`src/rtl/pc_unit.sv`:
```
// Program-counter unit at the head of IF: fetch-address register with valid/ready handshake,
// stall hold, prioritised trap/redirect, one-entry pending-target buffer and misalignment flag.
module pc_unit #(
  parameter int                XLEN          = 32,
  parameter logic [XLEN-1:0]   BASE_LOCATION = 32'h0000_0000,
  parameter logic [XLEN-1:0]   TRAP_VECTOR   = 32'h0000_0004,
  parameter int                INC_BYTES     = 4
) (
  input  logic            clk,
  input  logic            rst,
  input  logic            stall_i,
  input  logic            fetch_ready_i,
  input  logic            redirect_valid_i,
  input  logic [XLEN-1:0] redirect_target_i,
  input  logic            trap_i,
  output logic [XLEN-1:0] pc_o,
  output logic            pc_valid_o,
  output logic [XLEN-1:0] pc_plus_o,
  output logic            misalign_o
);

  typedef enum logic [1:0] {
    BOOT = 2'd0,
    RUN  = 2'd1,
    PEND = 2'd2
  } state_e;

  localparam logic [XLEN-1:0] INC_VAL    = XLEN'(INC_BYTES);
  localparam logic [XLEN-1:0] ALIGN_MASK = XLEN'(INC_BYTES - 1);

  state_e          state_q;
  logic [XLEN-1:0] pc_q;
  logic [XLEN-1:0] pend_tgt_q;
  logic            pc_valid_q;
  logic            misalign_q;

  logic            upd;
  logic            tgt_misaligned;
  logic [XLEN-1:0] pend_next;

  // Handshake: a request is offered while pc_valid_o=1 and taken on an edge where
  // fetch_ready_i=1; an offered address never changes until it has been taken.
  assign upd            = ~pc_valid_q | fetch_ready_i;
  assign tgt_misaligned = |(redirect_target_i & ALIGN_MASK);
  // A trap arriving while a target is buffered replaces it.
  assign pend_next      = trap_i ? TRAP_VECTOR : pend_tgt_q;

  always_ff @(posedge clk or posedge rst) begin
    if (rst) begin
      state_q    <= BOOT;
      pc_q       <= BASE_LOCATION;
      pend_tgt_q <= '0;
      pc_valid_q <= 1'b0;
      misalign_q <= 1'b0;
    end else begin
      misalign_q <= 1'b0;
      case (state_q)
        BOOT: begin
          state_q    <= RUN;
          pc_valid_q <= 1'b1;
        end
        RUN: begin
          if (trap_i) begin
            if (upd) begin
              pc_q <= TRAP_VECTOR;
            end else begin
              pend_tgt_q <= TRAP_VECTOR;
              state_q    <= PEND;
            end
          end else if (redirect_valid_i) begin
            if (tgt_misaligned) begin
              misalign_q <= 1'b1;
            end else if (upd) begin
              pc_q <= redirect_target_i;
            end else begin
              pend_tgt_q <= redirect_target_i;
              state_q    <= PEND;
            end
          end else if (!stall_i && fetch_ready_i) begin
            pc_q <= pc_q + INC_VAL;
          end
        end
        PEND: begin
          // Redirects here come from the wrong path and stall has no say.
          if (fetch_ready_i) begin
            pc_q    <= pend_next;
            state_q <= RUN;
          end else begin
            pend_tgt_q <= pend_next;
          end
        end
        default: begin
          state_q    <= BOOT;
          pc_valid_q <= 1'b0;
        end
      endcase
    end
  end

  assign pc_o       = pc_q;
  assign pc_valid_o = pc_valid_q;
  assign pc_plus_o  = pc_q + INC_VAL;
  assign misalign_o = misalign_q;

endmodule

```
`config.mk`:
```
export PLATFORM = sky130hd
export DESIGN_NAME = pc_unit
export DESIGN_NICKNAME = d
export VERILOG_FILES = /design/src/rtl/pc_unit.sv
export SDC_FILE = /design/constraint.sdc
export NUM_CORES = 1
export LEC_CHECK = 0
export BUFFER_PORTS_ARGS = -buffer_cell sky130_fd_sc_hd__buf_2
export CORE_ASPECT_RATIO = 0.7
export CORE_MARGIN = 2
export CORE_UTILIZATION = 53
export CTS_CLUSTER_DIAMETER = 50
export DETAILED_ROUTE_END_ITERATION = 8
export GPL_ROUTABILITY_DRIVEN = 0
export PLACE_DENSITY = 0.82
export SYNTH_ARGS = -nofsm -noshare
export SYNTH_HDL_FRONTEND = slang
export SYNTH_SLANG_ARGS = --single-unit
```
`constraint.sdc`:
```
create_clock -name clk -period 2.9 [get_ports clk]
set_input_delay 0.58 -clock clk [delete_from_list [all_inputs] [get_ports clk]]
set_output_delay 0.58 -clock clk [all_outputs]
set_load 0.02 [all_outputs]
```
==> results.toml, run 1 <==
[cells_and_area]
layout.cells.non_filler = 612
fin_area_um2 = 4890
antenna_cells = 0
num-fill-cells = 591
multi_input_comb_area_um2 = 2120
drive_above_1_share_pct = 32.7
regArea_um2 = 1710
final_cell_mix = "buf_2, dfrtp_1, nand2_1, a22o_1"
final_common_cell = "buf_2"
syn_to_final_growth_pct = 23.5
layout.nets = 551

[worst_setup_path]
cp_max_fo = 5
path_cells = "ha_4 -> nand4_1 -> or4_4 -> nor3_4 -> xor2_1 -> buf_4"
worstPathArrival_ns = 2.27
crit_family = "simple AND/OR/NAND/NOR gates"
rr_startpoint = "state_q[0]"
critPathRequiredTime_ns = 2.32
cp_slowest_cell = "or4_4"
cp-end-kind = "output port"
critPathKind = "reg -> out"
r2r_setup_slack_ns = 0.37
critical_path.max_stage_delay_ns = 0.53
worstSetupStartpointType = "flip-flop"
worst-path-buf-inv = 1
crit_start = "pc_o[3]"
reg2regPathDepth = 7
r2r-end = "pc_o[25]"

[logic_synthesis]
synth_top_family_by_area = "compound AO/OA/AOI/OAI gates"
ys_seq_area_share_pct = 42.9
async_flop_share_pct = 100
synth-seq-cells = 68
syn_inst = 404
yosys_warnings = 0
synth.distinct_cells = 64
synthMuxAreaShare_pct = 3.38
synth-compound-area-share_pct = 23.1
synth-edff-count = 0
synth-xor-area-share_pct = 6.47
synth_top_area_share_pct = 42.9
avgSynthCellArea_um2 = 9.81
yosys-top-cells-area = "dfrtp_1, a22o_1, nand2_1, xnor2_1, a221o_1"
yosysTopAreaCell = "dfrtp_1"
synthAdderAreaFrac_pct = 1.26
synthesis.nets = 446
synth_flop_cell = "dfrtp_1"
netlist_area_um2 = 3960
synthSimpleGateAreaFrac_pct = 18.3

[clock_network]
cts_buffers = 9
cts_root_buffer = "clkbuf_8"
hold_buffers = 0
cts.sinks = 68
clockBufferDepth = 2
cts_tree = "built"
clock_latency_ns = 0.36
htreeDepth = 3
clkTransAtPathRegs_ns = 0.08

[place]
dpl_cell_area_um2 = 4620
io_buffer_count = 103
post-place-ws_ns = 0.266
dp_hpwl_um = 8080
dp.cells = 593

[power_and_ir_drop]
pwr-share-seq_pct = 32.5
swShare_pct = 47.4
power_frac_clock_pct = 14.7
intPower_w = 0.00294
p_leak_nw = 2.41
powerDensity_nw_per_um2 = 1140
power.switching_w = 0.00265
peakVddDrop_uv = 590
combPwrFrac_pct = 52.8

[global_route]
track_usage_pct = 29.1
grt_max_degree = 43
first_global_vias = 3592
grt_first_pass_wirelength_um = 18700
grt_overflow = 0
antenna_found_initial = 0

[sta]
slew_headroom_pct = 39.7
setup_viol = 0
min_period_over_period_pct = 98.3
max_freq_mhz = 351
skew_ns = 0.0113
layout_min_cycle_time_ns = 2.85
layout_setup_ws_ns = 0.0493
hold_ws_ns = 0.287
tightest_slew_ns = 0.899
rsz0062_at_grt = "yes"
hold_viol = 0
slew_violations = 0

[floorplanning]
die-area_um2 = 8200
start_util_pct = 54.4
io_pins = 104
rows = 26
fp.dieH_um = 76.3
core_area_um2 = 7290
die_w_um = 107

[routing]
viasPerCell = 6.13
drt-initial-drc-count = 306
routed_wl_um = 11800
drc = 0
num_vias = 3749
wl_per_cell_um = 19.3
antenna_left = 0
dr.pass1.iters = 6

[worst_hold_path]
min_path_type = "in -> async"

[run]
timing.max_cap.violations = 0

[outcome]
outcome = "finished, final reports clean"
## how the worst max path moves through the flow
stage / end / depth (start not counted)
global placement: pc_plus_o[26] / 6
CTS: pc_plus_o[26] / 6
global route: pc_plus_o[26] / 6
detailed placement: pc_plus_o[26] / 6
finish: pc_plus_o[26] / 6
floorplan: pc_plus_o[26] / 5
## power by group through the flow
stage                     clock network, W  registers [W]  logic [W]
final                             0.000819        0.00182    0.00295
after global routing              0.000869        0.00186    0.00315
after CTS                         0.000819        0.00178    0.00288
after detailed placement                 0        0.00179    0.00286
after global placement                   0        0.00176    0.00279
after floorplan                          0        0.00195    0.00174
## logic make-up after synthesis
family,after synthesis
AO/OA/AOI/OAI,119
XOR/XNOR,25
flip-flops,68
adder cells (fa/ha/maj),4
multiplexers,13
AND/OR/NAND/NOR,132
buffers and inverters,43
## cells in the mapped netlist, types with 2 or more instances
cell type and n:
or2_2 3, buf_1 2, o21a_1 3, xnor2_2 5, ha_1 4, o21ai_1 2, nand2_1 42, o211ai_1 2
mux2i_1 10, buf_4 2, nand3_1 18, nand2b_1 4, nor4_1 3, dfrtp_1 68, mux2_2 3, clkbuf_1 13
a21oi_1 18, o21bai_1 3, and3_1 7, a31oi_1 2, xor2_1 8, o21ai_0 16, buf_2 9, nand3b_1 4
nand4_2 2, nor3_1 10, xnor2_1 12, a22oi_1 5, a221o_1 10, inv_1 16, nor2_1 19, a22o_1 39
o31a_1 3, o2bb2ai_1 2, nand4_1 6
## metrics by stage
stage | total power [W] | TNS, ns | utilization [%]
3_5_place_dp | 0.00465 | 0 | 63.4
5_1_grt | 0.00587 | -0.129 | 67.2
2_1_floorplan | 0.00369 | 0 | -
3_3_place_gp | 0.00456 | 0 | 63.4
6_report | 0.00558 | 0 | 67.2
4_1_cts | 0.00549 | 0 | 66.3
## sequential cells by signal (all words and copies together) (netlist names)
signal / flops
pc_o: 32
state_q: 2
pend_tgt_q: 32
pc_valid_o: 1
misalign_o: 1
## worst register-to-register path, cell delays in order (launching register included)
cell	delay (ns)
dfrtp_1	0.40
inv_1	0.09
ha_1	0.53
nor2b_1	0.24
nand2_1	0.07
a211oi_1	0.75
a22o_1	0.28
a221o_1	0.13
## layer usage
| metal | wire length, µm | vias to the layer above | track usage (%) |
|---|---|---|---|
| met1 | 5000 | 1809 | 40.0 |
| met4 | 257 | 0 | 11.0 |
| met5 | 0 | - | 0 |
| met2 | 5420 | 213 | 44.3 |
| li1 | - | 1701 | - |
| met3 | 1120 | 26 | 7.61 |
## timing repair
action                                  4_1_cts  5_1_grt
endpoints found under the setup margin        5        9
resized for setup                             3        8
setup buffers                                 1        2
## final cells by class
| cell class | count | area share, % |
|---|---|---|
| multi-input combinational | 293 | 43.4 |
| sequential | 68 | 34.9 |
| timing repair buffer | 121 | 13.9 |
| clock buffer | 12 | 3.17 |
| tap | 98 | 2.51 |
| inverter | 16 | 1.23 |
| clock inverter | 4 | 0.972 |
(Power assumes the default switching activity.)
==> run 2: changes to the inputs <==
Settings changed: CORE_UTILIZATION 53 to 30, PLACE_DENSITY 0.82 to 0.52.
==> run 2 against run 1 <==
Cell count increased by 12%. Non-clock buffer count grew 8. Combinational power rose by 2%. Utilization fell by 28 points. First-iteration DRC count shrank 10%. Highest routed layer unchanged. Largest cell class unchanged.
==> results.toml, run 2 (synthesis gave the netlist of run 1 again) <==
[floorplanning]
core_area_um2 = 13000
rows = 35
start_util_pct = 30.5
die_w_um = 141
die-area_um2 = 14200
fp.dieH_um = 100
io_pins = 104

[sta]
slew_violations = 0
skew_ns = 0.00505
hold_viol = 0
tightest_slew_ns = 0.912
max_freq_mhz = 357
tns_ns = 0
layout_min_cycle_time_ns = 2.80
slew_headroom_pct = 38.8
hold_ws_ns = 0.285
setup_viol = 0
min_period_over_period_pct = 96.6

[outcome]
outcome = "finished, final reports clean"

[cells_and_area]
final_cell_mix = "buf_2, dfrtp_1, nand2_1, a22o_1, buf_4"
multi_input_comb_area_um2 = 2140
regArea_um2 = 1710
fin_area_um2 = 5150
layout.nets = 559
drive_above_1_share_pct = 34.3
num-fill-cells = 1317
syn_to_final_growth_pct = 30.0
antenna_cells = 0
final_common_cell = "buf_2"
final_core_util_pct = 39.6

[power_and_ir_drop]
powerDensity_nw_per_um2 = 1150
swShare_pct = 45.2
pwr-share-seq_pct = 30.1
intPower_w = 0.00326
power.switching_w = 0.00268
peakVddDrop_uv = 464
combPwrFrac_pct = 50.6
p_leak_nw = 2.50
power_frac_clock_pct = 19.3
power_w = 0.00594

[routing]
drc = 0
drt-initial-drc-count = 274
antenna_left = 0
dr.pass1.iters = 5
routed_wl_um = 12700
viasPerCell = 5.29
num_vias = 3641
wl_per_cell_um = 18.5

[place]
io_buffer_count = 103
dp_hpwl_um = 9110
dpl_cell_area_um2 = 4730

[global_route]
grt_max_degree = 28
track_usage_pct = 18.4
antenna_found_initial = 0
grt_overflow = 0
first_global_vias = 3512
grt_first_pass_wirelength_um = 19800

[run]
timing.max_cap.violations = 0

[clock_network]
clkTransAtPathRegs_ns = 0.06
cts_tree = "built"
cts.sinks = 68
cts_buffers = 9
clockBufferDepth = 2
clock_latency_ns = 0.34
htreeDepth = 3
hold_buffers = 0
cts_root_buffer = "clkbuf_16"

[worst_setup_path]
r2r-end = "pc_o[25]"
critPathRequiredTime_ns = 2.32
critical_path.max_stage_delay_ns = 0.59
r2r_setup_slack_ns = 0.46
reg2regPathDepth = 7
critPathKind = "reg -> out"
path_cells = "nand4_4 -> or4_4 -> nor3_4 -> xor2_1 -> buf_2"
worstPathArrival_ns = 2.22
cp-end-kind = "output port"
cp_slowest_cell = "or4_4"
rr_startpoint = "state_q[0]"
worstSetupStartpointType = "flip-flop"
cp_max_fo = 7

[worst_hold_path]
min_path_type = "in -> async"
## run 2: power groups by stage
stage	Combinational [W]	Clock [W]	Sequential, W
after global placement	0.00296	0	0.00175
after global routing	0.00323	0.00122	0.00184
after CTS	0.00301	0.00117	0.00177
after floorplan	0.00174	0	0.00195
after detailed placement	0.00297	0	0.00177
final	0.00301	0.00115	0.00179
## run 2: cell type report
type                    count  area share (%)
multi-input cells         293            41.5
flip-flops and latches     68            33.1
repair buffers            129            14.1
clock buffers              13            5.25
well taps                 166            4.03
inverters                  16            1.17
clock inverters             3           0.850
## run 2: metal layers
metal	up-vias	wire (µm)	share of wire, %	GRT usage [%]
met5	-	0	0	0
met2	117	5330	42	26.7
met3	9	912	7.2	5.06
met1	1795	6370	50	27.3
li1	1720	-	-	-
met4	0	107	0.84	4.15
## run 2: critical path, delay by kind of cell, from the launching register on
kind / cells / cell delay (ns)
XOR/XNOR: 1 / 0.19
flip-flops: 1 / 0.49
AND/OR/NAND/NOR: 3 / 1.01
buffers and inverters: 1 / 0.19
## run 2: worst max path at each step
stage / startpoint / to / cells after the start
finish: pc_o[11] / pc_plus_o[26] / 5
global route: pc_o[6] / pc_plus_o[24] / 6
CTS: pc_o[4] / pc_plus_o[24] / 6
detailed placement: pc_o[3] / pc_plus_o[26] / 6
global placement: pc_o[3] / pc_plus_o[26] / 6
floorplan: pc_o[2] / pc_plus_o[26] / 5
## run 2: what timing repair did
action | 4_1_cts | 5_1_grt
endpoints found under the setup margin | 5 | 11
setup buffers | 3 | 3
hold endpoints to repair | 0 | 0
gates resized for setup | 3 | 11
pin swaps | 2 | 3
## run 2: metrics by stage
step / setup slack (ns) / cells
detailed placement: 0.234 / 666
finish: 0.0984 / 688
global placement: 0.279 / 666
global route: -0.0131 / 688
floorplan: 0.268 / 404
CTS: 0.0266 / 685
==> run 3: changes to the inputs <==
Settings changed: ABC_CLOCK_PERIOD_IN_PS set to 2900, SETUP_SLACK_MARGIN set to 0.2.
==> run 3 against run 2 <==
Power is 5.8% higher. Routed wire length increased by 4.3%. Sequential power about the same. Count of clock-buffer cells in the layout unchanged. Largest power group unchanged.
==> results.toml, run 3 (synthesis gave the netlist of run 1 again) <==
[cells_and_area]
final_cell_mix = "buf_2, buf_4, dfrtp_1, nand2_1, a22o_1"
layout.nets = 589
num-fill-cells = 1285
layout.cells.non_filler = 718
regArea_um2 = 1720
syn_to_final_growth_pct = 40.4
final_core_util_pct = 42.8
fin_area_um2 = 5560
antenna_cells = 0
drive_above_1_share_pct = 42.0
multi_input_comb_area_um2 = 2270
final_common_cell = "buf_2"

[place]
dp_hpwl_um = 9110
dpl_cell_area_um2 = 4730
dp.cells = 666
io_buffer_count = 103

[sta]
layout_min_cycle_time_ns = 2.67
hold_ws_ns = 0.288
setup_viol = 0
hold_viol = 0
min_period_over_period_pct = 92.2
slew_headroom_pct = 40.0
slew_violations = 0
rsz0062_at_grt = "yes"
skew_ns = 0.00482
tightest_slew_ns = 0.895
max_freq_mhz = 374
tns_ns = 0

[worst_setup_path]
r2r-end = "pc_o[25]"
rr_startpoint = "state_q[0]"
worstPathArrival_ns = 2.09
path_cells = "nand3_2 -> or4_4 -> nor3_4 -> xor2_1 -> buf_4"
reg2regPathDepth = 7
cp-end-kind = "output port"
critPathRequiredTime_ns = 2.32
cp_slowest_cell = "or4_4"
r2r_setup_slack_ns = 0.47
critical_path.max_stage_delay_ns = 0.55
cp.depth = 5
cp_max_fo = 5
worst-path-buf-inv = 1
critPathKind = "reg -> out"
worstSetupStartpointType = "flip-flop"
crit_family = "simple AND/OR/NAND/NOR gates"

[global_route]
grt_first_pass_wirelength_um = 20000
grt_overflow = 0
first_global_vias = 3541
grt_max_degree = 28
antenna_found_initial = 0
track_usage_pct = 18.6

[routing]
routed_wl_um = 13300
met2_length_um = 5700
wl_per_cell_um = 18.5
m1WireLength_um = 6540
dr.max_layer_used = "met4"
num_vias = 3832
drc = 0
dr.pass1.iters = 4
viasPerCell = 5.34
antenna_left = 0
drt-initial-drc-count = 250
wl_met3_um = 925

[floorplanning]
core_area_um2 = 13000
die-area_um2 = 14200
start_util_pct = 30.5
rows = 35
fp.dieH_um = 100
die_w_um = 141
io_pins = 104

[clock_network]
htreeDepth = 3
clkTransAtPathRegs_ns = 0.06
clock_latency_ns = 0.34
clockBufferDepth = 2
hold_buffers = 0
cts_root_buffer = "clkbuf_16"
cts_tree = "built"
cts.sinks = 68
cts_buffers = 9

[power_and_ir_drop]
pwr-share-seq_pct = 28.9
power.switching_w = 0.00279
power_frac_clock_pct = 18.3
powerDensity_nw_per_um2 = 1130
peakVddDrop_uv = 472
swShare_pct = 44.4
intPower_w = 0.00349
p_leak_nw = 2.73
combPwrFrac_pct = 52.9

[run]
timing.max_cap.violations = 0

[worst_hold_path]
min_path_type = "in -> async"

[outcome]
outcome = "finished, final reports clean"
-- run 3: cell count changes in the layout (fill, tap and decap cells not counted), moves of 3 or more --
cell	previous run	this run
xnor2_2	5	8
dfrtp_2	3	15
dfrtp_1	65	53
buf_6	0	5
xnor2_1	12	8
buf_4	26	60
buf_2	102	93
nand3_1	17	14
-- run 3: how the worst max path moves through the flow --
stage                     startpoint            end  slack [ns]
after floorplan              pc_o[2]  pc_plus_o[26]        0.27
after global placement       pc_o[3]  pc_plus_o[26]        0.28
after detailed placement     pc_o[3]  pc_plus_o[26]        0.23
after CTS                    pc_o[2]  pc_plus_o[26]        0.10
after global routing         pc_o[2]  pc_plus_o[24]        0.13
final                       pc_o[17]  pc_plus_o[26]        0.23
-- run 3: metal layers --
metal	up-vias	global-route usage [%]
li1	1780	-
met1	1907	27.4
met2	136	27.1
met3	9	5.06
met4	0	4.15
met5	-	0
-- run 3: metrics by stage --
| step | total power [W] | setup slack (ns) |
|---|---|---|
| CTS | 0.00601 | 0.100 |
| global placement | 0.00471 | 0.279 |
| detailed placement | 0.00474 | 0.234 |
| finish | 0.00629 | 0.227 |
| floorplan | 0.00369 | 0.268 |
| global route | 0.00664 | 0.126 |
-- run 3: area by class of cell --
type,count,share of cell area (%)
inverter,16,1.08
sequential,68,30.9
clock buffer,13,4.86
multi-input combinational,293,40.8
timing repair buffer,159,17.8
tap,166,3.73
clock inverter,3,0.787
-- run 3: repair_timing --
item / in CTS / in global routing
setup buffers: 8 / 27
pin swaps: 4 / 10
resized for setup: 20 / 40
endpoints found under the setup margin: 14 / 17
cloned: 0 / 1
-- run 3: power groups by stage --
stage | Combinational [W] | Sequential [W] | Clock [W]
detailed placement | 0.00297 | 0.00177 | 0
finish | 0.00332 | 0.00182 | 0.00115
floorplan | 0.00174 | 0.00195 | 0
CTS | 0.00305 | 0.00178 | 0.00117
global placement | 0.00296 | 0.00175 | 0
global route | 0.00356 | 0.00186 | 0.00122
